--- config.mk ---
export PLATFORM = sky130hd
export DESIGN_NAME = lz77_encoder_flat
export DESIGN_NICKNAME = d
export VERILOG_FILES = /design/src/rtl/lz77_encoder_if.sv /design/src/rtl/lz77_encoder.sv /design/src/flat_wrapper.sv
export SDC_FILE = /design/constraint.sdc
export NUM_CORES = 1
export LEC_CHECK = 0
export CAP_MARGIN = 20
export CORE_MARGIN = 1.5
export CORE_UTILIZATION = 40
export DETAILED_ROUTE_END_ITERATION = 12
export GPL_TIMING_DRIVEN = 1
export PLACE_DENSITY = 0.65
export SYNTH_ARGS = -nofsm -noshare
export SYNTH_HDL_FRONTEND = slang
export SYNTH_SLANG_ARGS = --single-unit
--- constraint.sdc ---
create_clock -name clk -period 16.1 [get_ports clk]
set_input_delay 1.61 -clock clk [delete_from_list [all_inputs] [get_ports clk]]
set_output_delay 1.61 -clock clk [all_outputs]
set_load 0.01 [all_outputs]
--- src/rtl/lz77_encoder_if.sv ---
// Byte-in / codeword-out bundle for the LZ77 encoder.
// master = byte source and codeword consumer; slave = the encoder itself.
interface lz77_encoder_if;
    logic [7:0] chardata;
    logic       in_valid;
    logic       in_ready;
    logic       valid;
    logic       encode;
    logic [3:0] offset;
    logic [2:0] match_len;
    logic [7:0] char_nxt;
    logic       finish;

    modport master (
        output chardata, in_valid,
        input  in_ready, valid, encode, offset, match_len, char_nxt, finish
    );

    modport slave (
        input  chardata, in_valid,
        output in_ready, valid, encode, offset, match_len, char_nxt, finish
    );
endinterface

--- src/rtl/lz77_encoder.sv ---
// LZ77 encoder: 9-byte search window, 8-byte look-ahead, one candidate offset per cycle.
// Emits (offset, match_len, char_nxt) codewords until the '$' terminator is coded.
module lz77_encoder (
    input  logic          clk,
    input  logic          reset,
    lz77_encoder_if.slave bus
);
    localparam logic [7:0] END_CHAR = 8'h24;

    typedef enum logic [2:0] {FILL, SEARCH, EMIT, SHIFT, DONE} state_t;

    state_t     state_q, state_d;
    logic [7:0] sb_q [9];
    logic [7:0] sb_d [9];
    logic [7:0] la_q [8];
    logic [7:0] la_d [8];
    logic [3:0] count_q, count_d;
    logic       dollar_q, dollar_d;
    logic [3:0] pos_q, pos_d;
    logic [2:0] best_len_q, best_len_d;
    logic [3:0] best_off_q, best_off_d;
    logic [2:0] shift_q, shift_d;
    logic [3:0] offset_q, offset_d;
    logic [2:0] len_q, len_d;
    logic [7:0] char_q, char_d;
    logic       finish_q, finish_d;

    logic [7:0] window [16];
    logic [2:0] cap_len;
    logic [2:0] cand_len;
    logic       run;
    logic [3:0] src_idx;
    logic       transfer;

    assign bus.in_ready  = !reset && (state_q == FILL) && (count_q < 4'd8) && !dollar_q;
    assign bus.valid     = (state_q == EMIT);
    assign bus.encode    = !reset;
    assign bus.offset    = offset_q;
    assign bus.match_len = len_q;
    assign bus.char_nxt  = char_q;
    assign bus.finish    = finish_q;
    assign transfer      = bus.in_ready && bus.in_valid;

    // Oldest search entry first, then the look-ahead, so a candidate source
    // may run past the search buffer into the look-ahead (overlapping match).
    always_comb begin
        for (int j = 0; j < 9; j++) begin
            window[j] = sb_q[8 - j];
        end
        for (int j = 0; j < 7; j++) begin
            window[9 + j] = la_q[j];
        end
    end

    always_comb begin
        cap_len  = (count_q == 4'd0) ? 3'd0 : 3'(count_q - 4'd1);
        cand_len = 3'd0;
        run      = 1'b1;
        src_idx  = 4'd0;
        for (int k = 0; k < 7; k++) begin
            src_idx = 4'd8 - pos_q + 4'(k);
            if (run && (3'(k) < cap_len) && (window[src_idx] == la_q[k])) begin
                cand_len = cand_len + 3'd1;
            end else begin
                run = 1'b0;
            end
        end
    end

    always_comb begin
        state_d    = state_q;
        sb_d       = sb_q;
        la_d       = la_q;
        count_d    = count_q;
        dollar_d   = dollar_q;
        pos_d      = pos_q;
        best_len_d = best_len_q;
        best_off_d = best_off_q;
        shift_d    = shift_q;
        offset_d   = offset_q;
        len_d      = len_q;
        char_d     = char_q;
        finish_d   = finish_q;

        case (state_q)
            FILL: begin
                pos_d      = 4'd0;
                best_len_d = 3'd0;
                best_off_d = 4'd0;
                if (dollar_q || (count_q == 4'd8)) begin
                    state_d = SEARCH;
                end else if (transfer) begin
                    la_d[count_q[2:0]] = bus.chardata;
                    count_d            = count_q + 4'd1;
                    if (bus.chardata == END_CHAR) begin
                        dollar_d = 1'b1;
                    end
                    if ((count_q == 4'd7) || (bus.chardata == END_CHAR)) begin
                        state_d = SEARCH;
                    end
                end
            end

            SEARCH: begin
                if (cand_len > best_len_q) begin
                    best_len_d = cand_len;
                    best_off_d = pos_q;
                end
                pos_d = pos_q + 4'd1;
                if (pos_q == 4'd8) begin
                    state_d  = EMIT;
                    offset_d = best_off_d;
                    len_d    = best_len_d;
                    char_d   = la_q[best_len_d];
                end
            end

            EMIT: begin
                state_d = SHIFT;
                shift_d = len_q;
                if (char_q == END_CHAR) begin
                    finish_d = 1'b1;
                end
            end

            SHIFT: begin
                sb_d[0] = la_q[0];
                for (int j = 1; j < 9; j++) begin
                    sb_d[j] = sb_q[j - 1];
                end
                for (int j = 0; j < 7; j++) begin
                    la_d[j] = la_q[j + 1];
                end
                la_d[7] = 8'h00;
                count_d = count_q - 4'd1;
                if (shift_q == 3'd0) begin
                    state_d = (char_q == END_CHAR) ? DONE : FILL;
                end else begin
                    shift_d = shift_q - 3'd1;
                end
            end

            DONE: begin
                state_d = DONE;
            end

            default: begin
                state_d = FILL;
            end
        endcase
    end

    always_ff @(posedge clk or posedge reset) begin
        if (reset) begin
            state_q    <= FILL;
            for (int j = 0; j < 9; j++) begin
                sb_q[j] <= 8'h00;
            end
            for (int j = 0; j < 8; j++) begin
                la_q[j] <= 8'h00;
            end
            count_q    <= 4'd0;
            dollar_q   <= 1'b0;
            pos_q      <= 4'd0;
            best_len_q <= 3'd0;
            best_off_q <= 4'd0;
            shift_q    <= 3'd0;
            offset_q   <= 4'd0;
            len_q      <= 3'd0;
            char_q     <= 8'h00;
            finish_q   <= 1'b0;
        end else begin
            state_q    <= state_d;
            sb_q       <= sb_d;
            la_q       <= la_d;
            count_q    <= count_d;
            dollar_q   <= dollar_d;
            pos_q      <= pos_d;
            best_len_q <= best_len_d;
            best_off_q <= best_off_d;
            shift_q    <= shift_d;
            offset_q   <= offset_d;
            len_q      <= len_d;
            char_q     <= char_d;
            finish_q   <= finish_d;
        end
    end
endmodule
--- src/flat_wrapper.sv ---
// flat-port wrapper written by rule: the top's interface ports become plain ports
module lz77_encoder_flat 
  (clk, reset, bus_chardata, bus_in_valid, bus_in_ready, bus_valid, bus_encode, bus_offset, bus_match_len, bus_char_nxt, bus_finish);
  lz77_encoder_if bus_i ();
  input  logic clk;
  input  logic reset;
  input wire logic [$bits(bus_i.chardata)-1:0] bus_chardata;
  input wire logic [$bits(bus_i.in_valid)-1:0] bus_in_valid;
  output wire logic [$bits(bus_i.in_ready)-1:0] bus_in_ready;
  output wire logic [$bits(bus_i.valid)-1:0] bus_valid;
  output wire logic [$bits(bus_i.encode)-1:0] bus_encode;
  output wire logic [$bits(bus_i.offset)-1:0] bus_offset;
  output wire logic [$bits(bus_i.match_len)-1:0] bus_match_len;
  output wire logic [$bits(bus_i.char_nxt)-1:0] bus_char_nxt;
  output wire logic [$bits(bus_i.finish)-1:0] bus_finish;
  assign bus_i.chardata = bus_chardata;
  assign bus_i.in_valid = bus_in_valid;
  assign bus_in_ready = bus_i.in_ready;
  assign bus_valid = bus_i.valid;
  assign bus_encode = bus_i.encode;
  assign bus_offset = bus_i.offset;
  assign bus_match_len = bus_i.match_len;
  assign bus_char_nxt = bus_i.char_nxt;
  assign bus_finish = bus_i.finish;
  lz77_encoder u_core (.clk(clk), .reset(reset), .bus(bus_i));
endmodule
==> impl_metrics.tcl <==
set metrics [dict create \
    portBuffers 29 \
    synth_area_leaders "dfrtp_1 32%, mux4_2 30%, nand2_1 11%" \
    initial_utilization_pct 40.62 \
    yosys_most_used_dff "dfrtp_1" \
    num_vias 10450 \
    clk_latency_ns 0.46 \
    synth_area_per_cell_sq_um 11.09 \
    die-area_sq_mm 0.03517 \
    holdPathStages 1 \
    status "finished clean" \
    fin_crit_sh_pct 66.85 \
    synth.most_common_cell "nand2_1" \
    timing.rr.start "u_core.pos_q[0]" \
    synth-async-reset-ratio_pct 100.0 \
    synth_cells 1228 \
    ys_ff_latch 174 \
    ff2ff_path_depth 32 \
    ys_warn_count 0 \
    drt_iter0_drc 937 \
    yosysTopAreaCell "dfrtp_1" \
    drc 0 \
    synth_common_cells "387 x nand2_1, 181 x mux4_2, 174 x dfrtp_1" \
    grt_max_degree 92 \
    die_h_microns 187.5 \
    nFillCells 3087 \
    total_power_mw 3.464 \
    worstHoldPathType "flip-flop to flip-flop" \
    place_hpwl_mm 25.73 \
    placedCellCount 1640 \
    r2r_end "u_core.bus.char_nxt[5]" \
    reg2reg_slack_ns 5.34 \
    synth-simple-area-share_pct 14.84 \
    synth_fp_nets 1258 \
    synth_top_family_by_area "multiplexers" \
    placed_cell_area_sq_mm 0.01423 \
    postRouteAntennaNets 0 \
    grt_pass1_vias 10180 \
    crit_fanout 69 \
    rows 67 \
    routed_wl_mm 36.57 \
    core_sq_mm 0.03353 \
    vdd.ir_drop.worst_v 0.0001960 \
    fp.dieW_microns 187.5 \
    max_slew_margin_pct 33.60 \
    p_leak_nw 6.375 \
    synth_adder_area_share_pct 1.745 \
    crit_start "u_core.pos_q[0]" \
    p_per_area_mw_per_mm2 232.7 \
    slew_viol_final 0 \
    arrival_ns 11.08 \
    yosys.cell_types.count 65 \
    clk_pin_slew_worst_paths_ns 0.08 \
    grt.overflow.total 0 \
    p_int_mw 1.864 \
    wl_per_cell_microns 21.86 \
    final_cells 1673 \
    antenna_found_initial 0 \
    worstSetupStartpointType "flip-flop" \
    post_cts_buffers 0 \
    post_cts_resized 0 \
    ios 30 \
    synth-edff-count 0 \
    clock_skew_ns 0.01763 \
    cts_max_path_buffers 2 \
    timing.fmax_mhz 92.92 \
    cts_made_buffers 17 \
    clock_sinks 174 \
    comb_power_share_pct 64.5 \
    finalSetupViolations 0 \
    p_sw_share_pct 46.20 \
    crit_path_end_kind "flip-flop" \
    tightest_slew_ns 0.9960 \
    maxCapViolCount 0 \
    syn-cell-area_sq_mm 0.01362 \
    crit_required_ns 16.42 \
    drive_above_1_share_pct 21.47 \
    path_common_cell "ha_1" \
    crit_type "flip-flop to flip-flop" \
    synthXorXnorAreaFrac_pct 5.209 \
    gp_congestion 0.9524 \
    grt_pass1_wl_mm 59.22 \
    htree_levels 4 \
    design_area_sq_mm 0.01489 \
    nets 1242 \
    crit_path_end "u_core.bus.char_nxt[5]" \
    clockRootBuffer "clkbuf_16" \
    synth_compound_area_share_pct 6.265 \
    antennaDiodeCount 0 \
    synthMuxAreaShare_pct 36.17 \
    track_usage_pct 21.48 \
    p_seq_share_pct 22.6 \
    ys_seq_area_share_pct 31.97 \
    cts_hold_buf 0 \
    p_clk_share_pct 12.9 \
    hold_viol_final 0 \
    fin_tns_setup_ns 0 \
    synth.top_cell.area_share_pct 31.97 \
    slowest_delay_ns 0.88 \
    synthToLayoutAreaGrowth_pct 9.287 \
    rsz0062_at_grt "false" \
    cpMaxStageDelayCell "ha_4" \
    dr.pass1.iters 7 \
    final.min_clock_period_ns 10.76 \
    cts_tree "built" \
    via_per_inst 6.244 \
    p_sw_mw 1.600 \
]
[worst min path at each step]
stage	startpoint	endpoint	slack [ns]
after detailed placement	u_core.bus.finish	u_core.bus.finish	0.46
after global placement	u_core.bus.finish	u_core.bus.finish	0.45
after CTS	u_core.bus.finish	u_core.bus.finish	0.48
final	u_core.bus.finish	u_core.bus.finish	0.48
after global routing	u_core.bus.offset[1]	u_core.bus.offset[1]	0.50
after floorplan	u_core.best_off_q[0]	u_core.best_off_q[0]	0.45
[flip-flops by register name, summed over array words and instances, names as in the netlist]
| signal | count |
|---|---|
| u_core.state_q | 3 |
| u_core.shift_q | 3 |
| u_core.sb_q | 72 |
| u_core.dollar_q | 1 |
| u_core.count_q | 4 |
| u_core.best_off_q | 4 |
| u_core.pos_q | 4 |
| u_core.la_q | 64 |
| u_core.bus.finish | 1 |
| u_core.best_len_q | 3 |
| u_core.bus.offset | 4 |
| u_core.bus.char_nxt | 8 |
| u_core.bus.match_len | 3 |
[cells in the final DEF (no fill, tap or decap), types with 3 or more instances in the layout]
cell	count
nand2_1	387
mux4_2	181
dfrtp_1	173
a22oi_1	57
mux2i_1	55
xnor2_1	53
nor2_1	33
clkdlybuf4s50_1	29
buf_4	20
o21ai_0	19
xor2_1	18
ha_1	18
inv_1	17
clkbuf_16	17
nor3_1	14
a21oi_1	10
nand4_1	9
o21ai_1	8
nand3_1	7
mux4_1	7
clkinv_8	6
mux2_2	5
nand3b_1	4
nor4_1	4
nand2b_1	4
o21a_1	4
inv_8	4
nor4b_1	3
and2_1	3
o21bai_1	3
[per-stage QoR]
| stage | utilization [%] | hold WS [ns] | setup WS [ns] |
|---|---|---|---|
| floorplan | - | 0.4492 | 5.750 |
| global placement | 42.41 | 0.4530 | 5.567 |
| detailed placement | 42.44 | 0.4583 | 5.308 |
| CTS | 44.35 | 0.4807 | 5.273 |
| global route | 44.39 | 0.5049 | 4.741 |
| finish | 44.39 | 0.4775 | 5.338 |
[final cells by class]
class                   count  area (sq um)  area share (%)
repair buffers             50         455.4           3.060
clock inverters            15         215.2           1.446
well taps                 448         560.5           3.766
clock buffers              17         425.4           2.858
flip-flops and latches    174          4358           29.28
inverters                  19         76.32          0.5127
multi-input cells         950          8795           59.08
[critical path: cells and delay by family (launching register included)]
| family | cells | cell delay (ns) |
|---|---|---|
| buffers and inverters | 3 | 1.12 |
| and+or+nand+nor | 5 | 1.13 |
| xor gates and xnor gates | 2 | 0.41 |
| AOI/OAI and AO/OA | 5 | 0.82 |
| muxes | 10 | 3.70 |
| adders and majority gates | 7 | 2.69 |
| DFF | 1 | 0.69 |
[power groups by stage]
stage	Sequential, mW	Combinational, mW	Clock [mW]
floorplan	0.654	1.84	0
detailed placement	0.782	2.20	0
CTS	0.774	2.21	0.454
global route	0.795	2.39	0.472
finish	0.783	2.23	0.446
global placement	0.777	2.16	0
[metal layers]
layer  part of all wire, %  global-route usage, %  vias up
met3                   7.3                  4.211       84
met4                   3.3                  8.308        0
met5                     0                      0        -
met1                    41                  28.66     5339
met2                    49                  34.66      490
li1                      -                      -     4534
[logic make-up (layout without fill, tap and decap cells)]
| group | Yosys count | in the layout |
|---|---|---|
| multiplexers | 251 | 251 |
| XOR/XNOR | 76 | 76 |
| AND/OR/NAND/NOR | 484 | 484 |
| AO/OA/AOI/OAI | 120 | 120 |
| buffers and inverters | 104 | 101 |
| adder cells (fa/ha/maj) | 19 | 19 |
| flip-flops | 174 | 174 |
No activity file was read; power rests on OpenSTA's default activity.
